<file path="src/rtl/memory_arbiter.sv">
// memory_arbiter: shares the two single-port clip RAMs between record writes and playback reads.
// Optional macro WRITE_PRIORITY_EN: writes always win ties; otherwise ties alternate round-robin.
module memory_arbiter #(
  parameter int WORD_LENGTH = 16,
  parameter int ADDR_WIDTH  = 17,
  parameter int MAX_WAIT    = 8
) (
  input  logic                   clock_i,
  input  logic                   reset_i,
  input  logic                   wr_req_i,
  input  logic                   wr_clip_i,
  input  logic [ADDR_WIDTH-1:0]  wr_addr_i,
  input  logic [WORD_LENGTH-1:0] wr_data_i,
  output logic                   wr_ack_o,
  input  logic                   rd_req_i,
  input  logic                   rd_clip_i,
  input  logic [ADDR_WIDTH-1:0]  rd_addr_i,
  output logic                   rd_ack_o,
  output logic [WORD_LENGTH-1:0] rd_data_o,
  output logic                   rd_valid_o,
  output logic                   mem_0_enable_o,
  output logic                   mem_1_enable_o,
  output logic                   mem_we_o,
  output logic [ADDR_WIDTH-1:0]  mem_addr_o,
  output logic [WORD_LENGTH-1:0] mem_data_o,
  input  logic [WORD_LENGTH-1:0] mem_0_data_i,
  input  logic [WORD_LENGTH-1:0] mem_1_data_i,
  output logic                   timeout_o
);

  localparam int CNT_W = $clog2(MAX_WAIT + 2);
  localparam logic [CNT_W-1:0] CNT_SAT   = CNT_W'(MAX_WAIT + 1);
  localparam logic [CNT_W-1:0] CNT_LIMIT = CNT_W'(MAX_WAIT);
  localparam logic [CNT_W-1:0] CNT_ONE   = CNT_W'(1);
  localparam logic [CNT_W-1:0] CNT_ZERO  = CNT_W'(0);

  typedef enum logic [0:0] {IDLE = 1'b0, ACCESS = 1'b1} state_t;

  state_t           state_r;
  logic             last_grant_rd_r;
  logic             rd_pending_r;
  logic             rd_clip_r;
  logic [CNT_W-1:0] wr_wait_r;
  logic [CNT_W-1:0] rd_wait_r;
  logic             grant_wr_s;
  logic             wr_over_s;
  logic             rd_over_s;

  // Saturating count of cycles a request has been pending without an ack.
  function automatic logic [CNT_W-1:0] wait_next(input logic req, input logic ack,
                                                 input logic [CNT_W-1:0] cnt);
    logic [CNT_W-1:0] nxt;
    if (req && !ack) begin
      if (cnt == CNT_SAT) begin
        nxt = CNT_SAT;
      end else begin
        nxt = cnt + CNT_ONE;
      end
    end else begin
      nxt = CNT_ZERO;
    end
    return nxt;
  endfunction

  // Tie-break between simultaneous requests sampled in IDLE.
  always_comb begin
    grant_wr_s = 1'b0;
    if (wr_req_i && rd_req_i) begin
`ifdef WRITE_PRIORITY_EN
      grant_wr_s = 1'b1;
`else
      grant_wr_s = last_grant_rd_r;
`endif
    end else begin
      grant_wr_s = wr_req_i;
    end
  end

  assign wr_over_s = wr_req_i & ~wr_ack_o & (wr_wait_r >= CNT_LIMIT);
  assign rd_over_s = rd_req_i & ~rd_ack_o & (rd_wait_r >= CNT_LIMIT);

  // Arbitration FSM; the RAM strobes and acks are registered so they appear in the ACCESS cycle.
  always_ff @(posedge clock_i or posedge reset_i) begin
    if (reset_i) begin
      state_r         <= IDLE;
      mem_0_enable_o  <= 1'b0;
      mem_1_enable_o  <= 1'b0;
      mem_we_o        <= 1'b0;
      mem_addr_o      <= {ADDR_WIDTH{1'b0}};
      mem_data_o      <= {WORD_LENGTH{1'b0}};
      wr_ack_o        <= 1'b0;
      rd_ack_o        <= 1'b0;
      last_grant_rd_r <= 1'b1;
      rd_pending_r    <= 1'b0;
      rd_clip_r       <= 1'b0;
    end else begin
      case (state_r)
        IDLE: begin
          rd_pending_r <= 1'b0;
          if (wr_req_i || rd_req_i) begin
            state_r  <= ACCESS;
            mem_we_o <= grant_wr_s;
            wr_ack_o <= grant_wr_s;
            rd_ack_o <= ~grant_wr_s;
            if (grant_wr_s) begin
              mem_0_enable_o <= ~wr_clip_i;
              mem_1_enable_o <= wr_clip_i;
              mem_addr_o     <= wr_addr_i;
              mem_data_o     <= wr_data_i;
            end else begin
              mem_0_enable_o <= ~rd_clip_i;
              mem_1_enable_o <= rd_clip_i;
              mem_addr_o     <= rd_addr_i;
              rd_clip_r      <= rd_clip_i;
            end
          end else begin
            state_r <= IDLE;
          end
        end
        ACCESS: begin
          state_r         <= IDLE;
          last_grant_rd_r <= rd_ack_o;
          rd_pending_r    <= rd_ack_o;
          mem_0_enable_o  <= 1'b0;
          mem_1_enable_o  <= 1'b0;
          mem_we_o        <= 1'b0;
          wr_ack_o        <= 1'b0;
          rd_ack_o        <= 1'b0;
        end
        default: begin
          state_r        <= IDLE;
          rd_pending_r   <= 1'b0;
          mem_0_enable_o <= 1'b0;
          mem_1_enable_o <= 1'b0;
          mem_we_o       <= 1'b0;
          wr_ack_o       <= 1'b0;
          rd_ack_o       <= 1'b0;
        end
      endcase
    end
  end

  // Read return: RAM output is valid the cycle after ACCESS and is captured on the next edge.
  always_ff @(posedge clock_i or posedge reset_i) begin
    if (reset_i) begin
      rd_valid_o <= 1'b0;
      rd_data_o  <= {WORD_LENGTH{1'b0}};
    end else begin
      rd_valid_o <= rd_pending_r;
      if (rd_pending_r) begin
        rd_data_o <= rd_clip_r ? mem_1_data_i : mem_0_data_i;
      end else begin
        rd_data_o <= rd_data_o;
      end
    end
  end

  // Per-requester wait counters and the sticky timeout flag.
  always_ff @(posedge clock_i or posedge reset_i) begin
    if (reset_i) begin
      wr_wait_r <= CNT_ZERO;
      rd_wait_r <= CNT_ZERO;
      timeout_o <= 1'b0;
    end else begin
      wr_wait_r <= wait_next(wr_req_i, wr_ack_o, wr_wait_r);
      rd_wait_r <= wait_next(rd_req_i, rd_ack_o, rd_wait_r);
      timeout_o <= timeout_o | wr_over_s | rd_over_s;
    end
  end

endmodule

</file>
<file path="config.mk">
export PLATFORM = sky130hd
export DESIGN_NAME = memory_arbiter
export DESIGN_NICKNAME = d
export VERILOG_FILES = /design/src/rtl/memory_arbiter.sv
export SDC_FILE = /design/constraint.sdc
export NUM_CORES = 1
export LEC_CHECK = 0
export CORE_AREA = 2 2 93 95
export CTS_CLUSTER_DIAMETER = 200
export DETAILED_ROUTE_END_ITERATION = 10
export DIE_AREA = 0 0 95 97
export PLACE_DENSITY = 0.75
export SKIP_CTS_REPAIR_TIMING = 1
export SYNTH_ARGS = -nofsm -noshare
export SYNTH_HDL_FRONTEND = slang
export SYNTH_SLANG_ARGS = --single-unit
</file>
<file path="constraint.sdc">
create_clock -name clock_i -period 1.9 [get_ports clock_i]
set_input_delay 0.19 -clock clock_i [delete_from_list [all_inputs] [get_ports clock_i]]
set_output_delay 0.19 -clock clock_i [all_outputs]
set_load 0.1 [all_outputs]
</file>
== After elaboration in Yosys (flattened, before gate mapping) ==
Cells that the tools add are included.

* Add/subtract/negate cells: 2
* Order comparisons: 2
* Eq/ne operators: 3
* Muxes and demuxes: 20
* Bitwise logic cells: 12
* Reductions and logical operators: 9

{| class="wikitable"
|+ Operator list
! cell !! number
|-
| $mux 17 || 1
|-
| $mux 16 || 1
|-
| $mux 4 || 4
|-
| $pmux 1 s2 || 6
|-
| $add 4x1->4 const B || 2
|-
| $eq 4x4->1 const B || 2
|-
| $ge 4x4->1 const B || 2
|-
| $mux 1 || 8
|-
| $not 1->1 || 6
|-
| $reduce_and 3->1 || 2
|-
| $and 1x1->1 || 4
|-
| $logic_and 1x1->1 || 3
|-
| $logic_not 1->1 || 2
|-
| $ne 2x2->1 const B || 1
|-
| $or 1x1->1 || 2
|-
| $reduce_and 2->1 || 1
|-
| $logic_or 1x1->1 || 1
|}

* Flip-flop bits (word level): 67
* Input bits: 88
* Output and inout port bits: 56
* Word-level logic and storage cells: 63

== Depth between registers and ports, before layout ==
Gate-level depths: netlist of run 1.

* Word-level depth: 5
* Gate-level depth with buffers: 5
* Depth with buffers taken out: 4

== Worst setup path after synthesis of run 1 ==
Ideal clock, no wire load.

* Path type: register -> register
* From: register last_grant_rd_r
* To: register mem_data_o[0]
* Setup time: 126 ps
* Arrival: 1491 ps
* Data required time: 1774 ps
* Setup slack: 282 ps
* Cell stages (with the launch flop): 5
* Buffers on the path: 1
* Period minus slack after synthesis: 1618 ps
* Cell sequence: dfstp_2 -> and2b_1 -> nor3_4 -> buf_6 -> mux2_4

* Cells in the longest elaborated chain, start to end: 2

{| class="wikitable"
|+ RTL lines
! element !! line !! text
|-
| start: declaration || 40 || <nowiki>logic last_grant_rd_r;</nowiki>
|-
| start signal: assignment || 122 || <nowiki>last_grant_rd_r <= rd_ack_o;</nowiki>
|-
| $mux 1 || 68 || <nowiki>if (wr_req_i && rd_req_i) begin</nowiki>
|-
| $reduce_and 3->1 (no line) || n/a ||
|-
| end signal: assignment || 90 || <nowiki>mem_data_o <= {WORD_LENGTH{1'b0}};</nowiki>
|-
| end signal: assignment || 109 || <nowiki>mem_data_o <= wr_data_i;</nowiki>
|-
| end: declaration || 25 || <nowiki>output logic [WORD_LENGTH-1:0] mem_data_o,</nowiki>
|}

No other way between the ends.
A chain may end at the register's enable or synchronous reset.

== Worst setup path in the final report of run 1 ==
* From: register last_grant_rd_r
* To: register mem_data_o[13]

The elaborated chain is that of the path after synthesis.

==> impl_results.md, run 1 <==
* Status: completed
* CP Class: reg -> reg
* Maximum VDD drop at 937 uV
* DR vias/cell at just under 5
* DRT Pass-1 Iters at 4
* Clock network power share at 0.157
* Worst-path maximum fanout at 17
* Combinational share of power at 0.566
* Setup TNS Final at 0 ns
* Post-Syn Area per Cell at between 10 and 15 um^2
* Max cap viols at 0
* Switching power at 3890 uW
* CP Data Arrival Time at 1.77 ns
* CTS Buf Count at 9
* Int Power at 3450 uW
* RSZ-0062 raised after global routing: false
* Clock sinks at 67
* Register bit count reported by yosys at between 60 and 70
* Post-Syn Area at 2940 um^2
* Gr usage total at 0.176
* Startpoint type of the worst setup path: flop
* Placed Instances at between 500 and 600
* Seq pwr share at 0.277
* Switching part of the total power at 0.530
* Area delta synth->final at 56.8%
* Largest net degree at the start of global routing at 34
* Seq/Total Area, Yosys at 0.571
* CTS tree: built
* Crit path from: last_grant_rd_r$_DFFE_PP1P_
* Post-synth top flop: dfrtp_1
* Hpwl dp at between 6000 and 7000 um
* Hold Slack at 0.201 ns
* Fill count at just under 700
* Crit path cell chain: and2b_1 > nor3_4 > buf_12 > mux2_2
* Leakage power figure at around 0.002 uW
* Nature of the critical path endpoint: flop
* Slowest cell on the critical path: dfstp_2
* Die footprint at 9220 um^2
* Skew final at approximately 0.0061 ns
* Routed vias at around 2600
* Total Nets Final at between 500 and 600
* Commonest non-fill, non-tap cells in the layout: clkdlybuf4s50_1, buf_4, dfrtp_1
* Vias in the first global route at 2725
* Initial antenna violation count at 0
* Synthesized instance count at 270
* # DRC at 0
* Req. time, crit path at roughly 2.1 ns
* Non-Filler Instances at 529
* Final setup vio count at 0
* Critical R2R Launch: last_grant_rd_r$_DFFE_PP1P_
* Std-Cell Rows at 33
* Total Power at approximately 7300 uW
* WL final at 7860 um
* Deepest clock path buffer count at 2
* Post-synth EDFFs at 0
* Multi-input logic area at around 1100 um^2
* WL per Instance at 14.9 um
* PortBufs at approximately 140
* CTS root buf: clkbuf_8
* Grt ovf at 0
* Core area at between 8000 and 9000 um^2
* Routed Antenna Nets at 0
* Die extent in y at 97 um
* Register Area at ~1700 um^2
* Share of cells above drive strength 1 at 0.248
* First-pass GRT wire length at 12800 um
* DRT iter0 DRCs at 78
* Starting Density at 0.361
* Synth async-reset ratio at 1.00
* Period utilisation layout at 0.819
* Yosys warns at 0
* Commonest non-fill, non-tap cell in the layout: clkdlybuf4s50_1
* Die X-Extent at 95 um
* Measured slew at the worst slew-check pin at approximately 0.53 ns
* GPL Wtd Cong at around 0.82
* Slew headroom at 0.646
* Io pins at 144
* Tmin final at 1.56 ns
* Clk Latency, worst-skew pair at ~0.32 ns
* Fin. Hold Viols at 0
* Fmax at 642 MHz
* N_diodes at 0
* HP Class: in -> async
* Syn Nets at between 300 and 400
* Pwr Density at 1590 nW/um^2
* Finished Core Util at 0.567
* Reg clk slew, reported paths at 0.07 ns
* H-tree Lvls at 3
* Max-slew violations at 0
* Slowest stage delay, CP at 0.54 ns
* Synth cell types at 33
worst paths after layout:
check / to / slack, ns / depth (start not counted)
worst min-delay path: mem_0_enable_o$_DFFE_PP0P_ / 0.20 / 2
min in group clock_i: mem_addr_o[3]$_DFFE_PP0P_ / 0.42 / 3
worst min register to register: timeout_o$_DFF_PP0_ / 0.50 / 2
worst max register to register: mem_data_o[13]$_DFFE_PP0P_ / 0.34 / 4
max in group asynchronous: last_grant_rd_r$_DFFE_PP1P_ / 1.09 / 3
worst max-delay path: mem_data_o[13]$_DFFE_PP0P_ / 0.34 / 4
registers in the layout (all words and copies together) (netlist names):
register	cells
mem_we_o	1
wr_wait_r	4
rd_pending_r	1
last_grant_rd_r	1
mem_addr_o	17
state_r	1
rd_clip_r	1
mem_1_enable_o	1
mem_data_o	16
rd_valid_o	1
mem_0_enable_o	1
rd_data_o	16
rd_ack_o	1
timeout_o	1
rd_wait_r	4
synthesized netlist by cell type (all sizes together) (4+ instances only):
cell type / instances / area, um^2
o21ai: 23 / 115
clkbuf: 10 / 38.8
a21oi: 36 / 180
inv: 5 / 18.8
mux2i: 16 / 160
nor2b: 4 / 25.0
nand2: 5 / 18.8
nand2b: 5 / 31.3
dfrtp: 66 / 1650
a31oi: 18 / 113
nor2: 38 / 143
buf: 9 / 58.8
mux2: 17 / 225
cell type report:
class | count | share of cell area
Timing Repair Buffer | 158 | 0.313
Tap cell | 105 | 0.0285
Multi-Input combinational cell | 179 | 0.249
Clock buffer | 13 | 0.0345
Sequential cell | 67 | 0.364
Inverter | 5 | 0.00407
Clock inverter | 2 | 0.00760
cells by family (layout without fill, tap and decap cells):
kind of cell,count (synthesis),count (layout),share of synthesized area
flops,67,67,0.571
xor+xnor,4,4,0.0119
mux,33,33,0.131
buf+inv,24,178,0.0396
simple gates,60,60,0.0940
compound gates,82,82,0.153
power by group through the flow:
| stage | logic (uW) | registers (uW) | clock network [uW] |
|---|---|---|---|
| after detailed placement | 4180 | 2050 | 0 |
| after CTS | 4180 | 2040 | 1190 |
| after floorplan | 664 | 4540 | 0 |
| after global placement | 4140 | 2040 | 0 |
| after global routing | 4290 | 2080 | 1250 |
| final | 4150 | 2030 | 1150 |
critical path: cells and delay by family, from the launching register on:
| family | cells | cell delay, ns |
|---|---|---|
| mux | 1 | 0.35 |
| simple gates | 2 | 0.37 |
| flops | 1 | 0.54 |
| buf+inv | 1 | 0.19 |
stage by stage:
stage / setup WS, ns / area, um^2
after floorplan: 0.0285 / 2940
after detailed placement: 0.164 / 4420
final: 0.344 / 4610
after global routing: 0.290 / 4610
after CTS: 0.334 / 4610
after global placement: 0.209 / 4420
metal layers:
| metal | GRT usage | share of wire | up-vias |
|---|---|---|---|
| li1 | - | - | 1241 |
| met1 | 0.215 | 0.41 | 1244 |
| met2 | 0.291 | 0.52 | 90 |
| met3 | 0.0670 | 0.065 | 8 |
| met4 | 0.0424 | 0.0097 | 0 |
| met5 | 0 | 0 | - |
(Power assumes the default switching activity.)
==> run 2: changes to the inputs <==
--- a/config.mk
+++ b/config.mk
@@ -5,11 +5,11 @@
 export SDC_FILE = /design/constraint.sdc
 export NUM_CORES = 1
 export LEC_CHECK = 0
-export CORE_AREA = 2 2 93 95
+export CORE_AREA = 2 2 89 91
 export CTS_CLUSTER_DIAMETER = 200
 export DETAILED_ROUTE_END_ITERATION = 10
-export DIE_AREA = 0 0 95 97
-export PLACE_DENSITY = 0.75
+export DIE_AREA = 0 0 91 93
+export PLACE_DENSITY = 0.78
 export SKIP_CTS_REPAIR_TIMING = 1
 export SYNTH_ARGS = -nofsm -noshare
 export SYNTH_HDL_FRONTEND = slang
==> constraint.sdc (replaced) <==
create_clock -name clock_i -period 1.5 [get_ports clock_i]
set_input_delay 0.15 -clock clock_i [delete_from_list [all_inputs] [get_ports clock_i]]
set_output_delay 0.15 -clock clock_i [all_outputs]
set_load 0.1 [all_outputs]
==> run 2 against run 1 <==
The run now ends with setup timing left. Clock power grew 46%. Largest power group unchanged. Sequential share of layout area fell by 5.2 points. Critical endpoint unchanged. Setup slack got worse by 0.40 ns. Hold slack got worse by 0.041 ns.
==> impl_results.md, run 2 (same netlist as run 1, synthesis figures left out) <==
* Leakage power figure at 0.00232 uW (+14%)
* CTS root buf: clkbuf_8
* RSZ-0062 raised after global routing: true
* Grt ovf at 0 (unchanged)
* CTS Buf Count at 9 (unchanged)
* Tmin final at 1.55 ns (-0.00325 ns)
* Top Registers: mem_addr_o (17), mem_data_o (16), rd_data_o (16)
* Starting Density at 0.391 (+0.0291)
* CP Class: reg -> reg
* Status: finished with violations
* Period utilisation layout at 1.04 (+0.216)
* GPL Wtd Cong at 0.788 (-3.3%)
* Startpoint type of the worst setup path: flop
* PortBufs at 143 (unchanged)
* CP Data Arrival Time at 1.77 ns (about the same)
* Reg clk slew, reported paths at 0.07 ns (about the same)
* Io pins at 144 (unchanged)
* Crit path from: last_grant_rd_r$_DFFE_PP1P_
* DR vias/cell at 5.00 (+2.4%)
* First-pass GRT wire length at 13700 um (+6.9%)
* Place WS at -0.125 ns (-0.289 ns)
* Commonest non-fill, non-tap cells in the layout: clkdlybuf4s50_1, dfrtp_1, buf_12
* Total Power at 10900 uW (+49%)
* Fill count at 526 (-23%)
* Initial antenna violation count at 0 (unchanged)
* Clk Latency, worst-skew pair at 0.33 ns (about the same)
* N_diodes at 0 (unchanged)
* Std-Cell Rows at 32 (-3.0%)
* Routed vias at 2655 (+2.8%)
* Maximum VDD drop at 1660 uV (+77%)
* Clock sinks at 67 (unchanged)
* Fin. Hold Viols at 0 (unchanged)
* Core area at 7530 um^2 (-7.5%)
* Hpwl dp at 6560 um (+8.4%)
* H-tree Lvls at 3 (unchanged)
* Slew headroom at 0.737 (+0.0909)
* Deepest clock path buffer count at 2 (unchanged)
* Die extent in y at 93 um (-4.1%)
* Worst reg2reg endpoint: mem_data_o[13]$_DFFE_PP0P_
* WL final at 8650 um (+10%)
* Register Area at 1680 um^2 (about the same)
* Final setup vio count at 16 (+16)
* Die X-Extent at 91 um (-4.2%)
* Multi-input logic area at 1150 um^2 (unchanged)
* # DRC at 0 (unchanged)
* Measured slew at the worst slew-check pin at 0.394 ns (-0.133 ns)
* Vias in the first global route at 2696 (-1.1%)
* FF-to-FF setup slack at -0.05 ns (-0.40 ns)
* Worst-path maximum fanout at 17 (unchanged)
* HP Class: in -> async
* Total Nets Final at 512 (+0.79%)
* Commonest non-fill, non-tap cell in the layout: clkdlybuf4s50_1
* Depth of the most critical reg-to-reg path at 4 (unchanged)
* Max-slew violations at 0 (unchanged)
* Nature of the critical path endpoint: flop
* Area delta synth->final at 82.8%
* Die footprint at 8460 um^2 (-8.2%)
* Max cap viols at 0 (unchanged)
* DRT iter0 DRCs at 106 (+36%)
* Final worst slack at -0.0532 ns (-0.397 ns)
* Gr usage total at 0.207 (+0.0309)
* Fmax at 644 MHz (+0.21%)
* CTS tree: built
* Skew final at 0.00415 ns (-0.00197 ns)
* Critical R2R Launch: last_grant_rd_r$_DFFE_PP1P_
* Req. time, crit path at 1.72 ns (-0.40 ns)
* Pwr Density at 2030 nW/um^2 (+28%)
* Routed Antenna Nets at 0 (unchanged)
* Share of cells above drive strength 1 at 0.261 (+0.0134)
* Max reg flops at 17 (unchanged)
* Top reg by flops: mem_addr_o
* Largest net degree at the start of global routing at 34 (unchanged)
* DRT Pass-1 Iters at 5 (+1)
* WL per Instance at 16.3 um (+9.6%)
* Violated checks: setup timing
==> run 2: area by class of cell <==
cell class	count	share of cell area
clock buffers	12	0.0289
clock inverters	4	0.0135
inverters	5	0.00419
multi-input cells	179	0.213
flip-flops and latches	67	0.312
well taps	102	0.0237
repair buffers	162	0.404
==> run 2: where the power goes <==
part | switching [uW] | total (uW) | leakage (uW) | internal, uW
sequential | 533 | 2810 | 0.000782 | 2280
combinational | 4070 | 6440 | 0.00142 | 2370
clock | 651 | 1680 | 0.000113 | 1020
total | 5250 | 10900 | 0.00232 | 5680
==> run 2: worst max-delay path, stage by stage, from the launching register on <==
cell and delay (ns):
dfstp_2 0.54, and2b_1 0.21, nor3_4 0.15, buf_12 0.19
mux2_2 0.34
==> run 2: per-layer routing <==
layer,GRT usage,share of wire
met2,0.362,0.53
met3,0.0741,0.078
met1,0.241,0.38
met4,0.0568,0.012
met5,0,0
==> run 2: worst max-delay path by stage <==
stage,endpoint,cells past startpoint,slack [ns]
after CTS,mem_data_o[13]$_DFFE_PP0P_,4,-0.05
final,mem_data_o[13]$_DFFE_PP0P_,4,-0.05
after floorplan,mem_data_o[0]$_DFFE_PP0P_,4,-0.12
after global placement,mem_data_o[11]$_DFFE_PP0P_,5,-0.11
after global routing,mem_data_o[13]$_DFFE_PP0P_,4,-0.1
after detailed placement,mem_data_o[9]$_DFFE_PP0P_,5,-0.13
==> run 2: through the flow <==
step	utilization	hold slack, ns	setup TNS [ns]	cell area, um^2	cells
after detailed placement	0.684	0.521	-2.86	5150	515
after floorplan	-	0.298	-1.06	2950	270
after CTS	0.714	0.157	-0.413	5380	531
after global routing	0.714	0.161	-1.03	5380	531
final	0.714	0.161	-0.478	5380	531
after global placement	0.684	0.509	-1.75	5150	515
==> run 3: changes to the inputs <==
--- a/config.mk
+++ b/config.mk
@@ -5,10 +5,11 @@
 export SDC_FILE = /design/constraint.sdc
 export NUM_CORES = 1
 export LEC_CHECK = 0
-export CORE_AREA = 2 2 89 91
+export ABC_AREA = 1
+export CORE_AREA = 2 2 90 92
 export CTS_CLUSTER_DIAMETER = 200
 export DETAILED_ROUTE_END_ITERATION = 10
-export DIE_AREA = 0 0 91 93
+export DIE_AREA = 0 0 92 94
 export PLACE_DENSITY = 0.78
 export SKIP_CTS_REPAIR_TIMING = 1
 export SYNTH_ARGS = -nofsm -noshare
==> run 3 against run 2 <==
The flow now finishes without violations. Sequential power is essentially flat. Core utilization shrank 1.0 points. Routed wire length grew 1.8%. Sequential cell count is the same. Die area grew 2.2%. Critical path type unchanged. Critical endpoint is now mem_data_o[4]$_DFFE_PP0P_.
==> impl_results.md, run 3 <==
* Skew final at 0.00738 ns (+0.00323 ns)
* Critical R2R Launch: last_grant_rd_r$_DFFE_PP1P_
* Seq pwr share at 0.272 (+0.015)
* Yosys warns at 0 (unchanged)
* Post-synth EDFFs at 0 (unchanged)
* Fin area at 5360 um^2 (-0.37%)
* Largest family of logic cells by synthesized area: simple AND/OR/NAND/NOR gates
* Clock sinks at 67 (unchanged)
* Grt ovf at 0 (unchanged)
* Clock network power share at 0.124 (-0.029)
* Leakage power figure at 0.00266 uW (+15%)
* Routed vias at 2993 (+13%)
* Synthesized instance count at 383 (+42%)
* Core area at 7610 um^2 (+1.1%)
* Switching power at 5180 uW (-1.5%)
* Post-synth top flop: dfrtp_1
* Hpwl dp at 6600 um (+0.61%)
* Seq/Total Area, Yosys at 0.551 (-0.0197)
* Final worst slack at 0.0899 ns (+0.143 ns)
* Family with the most delay on the worst path: flip-flops
* CTS tree: built
* Syn Nets at 471 (+32%)
* Int Power at 5050 uW (-11%)
* CTS Buf Count at 9 (unchanged)
* Switching part of the total power at 0.506 (+0.0255)
* Combinational share of power at 0.604 (+0.015)
* Die X-Extent at 92 um (+1.1%)
* Finished Core Util at 0.704 (-0.0101)
* Total Nets Final at 617 (+21%)
* Ranking of synthesized cells by area: dfrtp_1, nand2_1, nand3_1, inv_1, a31oi_1
* Routed Antenna Nets at 0 (unchanged)
* GPL Wtd Cong at 0.781 (-0.86%)
* Worst Path Buf+Inv at 2 (+1)
* Depth of the most critical reg-to-reg path at 6 (+2)
* Worst setup endpoint: mem_data_o[4]$_DFFE_PP0P_
* FF-to-FF setup slack at 0.09 ns (+0.14 ns)
* Slowest stage delay, CP at 0.52 ns (-0.02 ns)
* Slew headroom at 0.670 (-0.0668)
* Area delta synth->final at 75.8%
* Place WS at -0.00710 ns (+0.118 ns)
* Compound-Gate Fraction of Synth Area at 0.0444 (-0.108)
* Status: completed
* Worst-path maximum fanout at 16 (-1)
* CP Data Arrival Time at 1.69 ns (-0.08 ns)
* Placed inst area at 5190 um^2 (+0.92%)
* DRT iter0 DRCs at 122 (+15%)
* Top cells by count, synth: nand2_1, dfrtp_1, inv_1
* Vias in the first global route at 2969 (+10%)
* CP Class: reg -> reg
* Share of the synthesized area in the top cell type at 0.542 (-0.0194)
* Most used cell, CP: nand2_1
* Multi-input logic area at 1070 um^2 (-6.3%)
* Measured slew at the worst slew-check pin at 0.495 ns (+0.100 ns)
* Req. time, crit path at 1.78 ns (+0.06 ns)
* Worst reg2reg endpoint: mem_data_o[4]$_DFFE_PP0P_
* Initial antenna violation count at 0 (unchanged)
* Post-Syn Area at 3050 um^2 (+3.6%)
* Startpoint type of the worst setup path: flop
* Post-Syn Area per Cell at 7.95 um^2 (-27%)
* DR vias/cell at 4.71 (-5.7%)
* Largest net degree at the start of global routing at 68 (+100%)
* Commonest non-fill, non-tap cells in the layout: nand2_1, clkdlybuf4s50_1, dfrtp_1
* Maximum VDD drop at 1120 uV (-33%)
* Max-slew violations at 0 (unchanged)
* Pwr Density at 1910 nW/um^2 (-6.1%)
* PortBufs at 143 (unchanged)
* Crit path cell chain: inv_1 > nand2_1 > nand3_2 > inv_2 > nand2_1 > nand2_1
* CP Depth at 6 (+2)
* DRT Pass-1 Iters at 5 (unchanged)
* Final setup vio count at 0 (-16)
* Crit path from: last_grant_rd_r$_DFFE_PP1P_
* Max reg flops at 17 (unchanged)
* Synth cell types at 20 (-39%)
* Period utilisation layout at 0.940 (-0.0954)
* Fraction of the mapped netlist area in adder cells at 0 (unchanged)
* Fill count at 562 (+6.8%)
* WL final at 8810 um (+1.8%)
* XOR/XNOR share of the synthesized area at 0.0115 (-0.000411)
* Commonest non-fill, non-tap cell in the layout: nand2_1
* Nature of the critical path endpoint: flop
* HP Class: in -> async
* Gr usage total at 0.216 (+0.00910)
* Die extent in y at 94 um (+1.1%)
* Deepest clock path buffer count at 2 (unchanged)
* Io pins at 144 (unchanged)
* H-tree Lvls at 3 (unchanged)
* Yosys top cell by area: dfrtp_1
* RSZ-0062 raised after global routing: false
* N_diodes at 0 (unchanged)
* Share of cells above drive strength 1 at 0.161 (-0.0997)
* Die footprint at 8650 um^2 (+2.2%)
* Top reg by flops: mem_addr_o
* Post-synthesis mux area share at 0 (-0.131)
* Slowest cell on the critical path: dfstp_2
* Total Power at 10200 uW (-6.4%)
* Max cap viols at 0 (unchanged)
* Std-Cell Rows at 32 (unchanged)
* Fmax at 709 MHz (+10%)
* Starting Density at 0.400 (+0.00970)
* Clk Latency, worst-skew pair at 0.34 ns (about the same)
* # DRC at 0 (unchanged)
* First-pass GRT wire length at 14500 um (+5.9%)
* Register Area at 1680 um^2 (about the same)
* Top Registers: mem_addr_o (17), mem_data_o (16), rd_data_o (16)
* Tmin final at 1.41 ns (-0.143 ns)
* Reg clk slew, reported paths at 0.07 ns (about the same)
* WL per Instance at 13.9 um (-15%)
* Simple-gate portion of the synthesized area at 0.297 (+0.203)
* Fin. Hold Viols at 0 (unchanged)
* Most frequent cell after synthesis: nand2_1
* CTS root buf: clkbuf_8
* Register bit count reported by yosys at 67 (unchanged)
* Synth async-reset ratio at 1.00 (unchanged)
==> run 3: logic make-up (layout without fill, tap and decap cells) <==
family                    count (synthesis)  in the layout
DFF                                      67             67
xor gates and xnor gates                  4              4
AOI/OAI and AO/OA                        23             23
buffers and inverters                    70            220
and+or+nand+nor                         219            219
==> run 3: layout make-up <==
class	instances	area share
Clock buffer	12	0.0271
Clock inverter	3	0.00280
Inverter	52	0.0371
Multi-Input combinational cell	246	0.200
Sequential cell	67	0.313
Tap cell	102	0.0238
Timing Repair Buffer	153	0.395
==> run 3: worst min path at each step <==
| stage | start | to | depth (start not counted) |
|---|---|---|---|
| 3_5_place_dp | rd_pending_r$_DFF_PP0_ | rd_valid_o$_DFF_PP0_ | 0 |
| 4_1_cts | reset_i | mem_data_o[4]$_DFFE_PP0P_ | 3 |
| 2_1_floorplan | wr_data_i[0] | mem_data_o[0]$_DFFE_PP0P_ | 2 |
| 6_report | reset_i | mem_data_o[4]$_DFFE_PP0P_ | 3 |
| 5_1_grt | reset_i | mem_data_o[4]$_DFFE_PP0P_ | 3 |
| 3_3_place_gp | rd_pending_r$_DFF_PP0_ | rd_valid_o$_DFF_PP0_ | 0 |
==> run 3: worst reg2reg max path: cells and delay by family, from the launching register on <==
kind                   cells  cell delay, ns
DFF                        1            0.52
and+or+nand+nor            4            0.52
buffers and inverters      2            0.33
==> run 3: power by group through the flow <==
stage	logic, uW	clock network (uW)	registers (uW)
after floorplan	757	0	5640
after global placement	6130	0	2790
after detailed placement	6200	0	2810
after CTS	6210	1310	2790
after global routing	6390	1370	2840
final	6180	1270	2780
==> run 3: metal layers <==
metal | track usage | routed length, um | vias up
met2 | 0.368 | 4380 | 112
met5 | 0 | 0 | -
met3 | 0.0554 | 637 | 14
met4 | 0.0896 | 129 | 0
met1 | 0.262 | 3660 | 1399
li1 | - | - | 1468
==> run 3: stage by stage <==
step                      hold slack (ns)  instances  TNS [ns]
after floorplan                     0.260        383         0
after global placement              0.357        620         0
after detailed placement            0.371        620  -0.00710
after CTS                           0.269        635         0
after global routing                0.275        635         0
final                               0.274        635         0
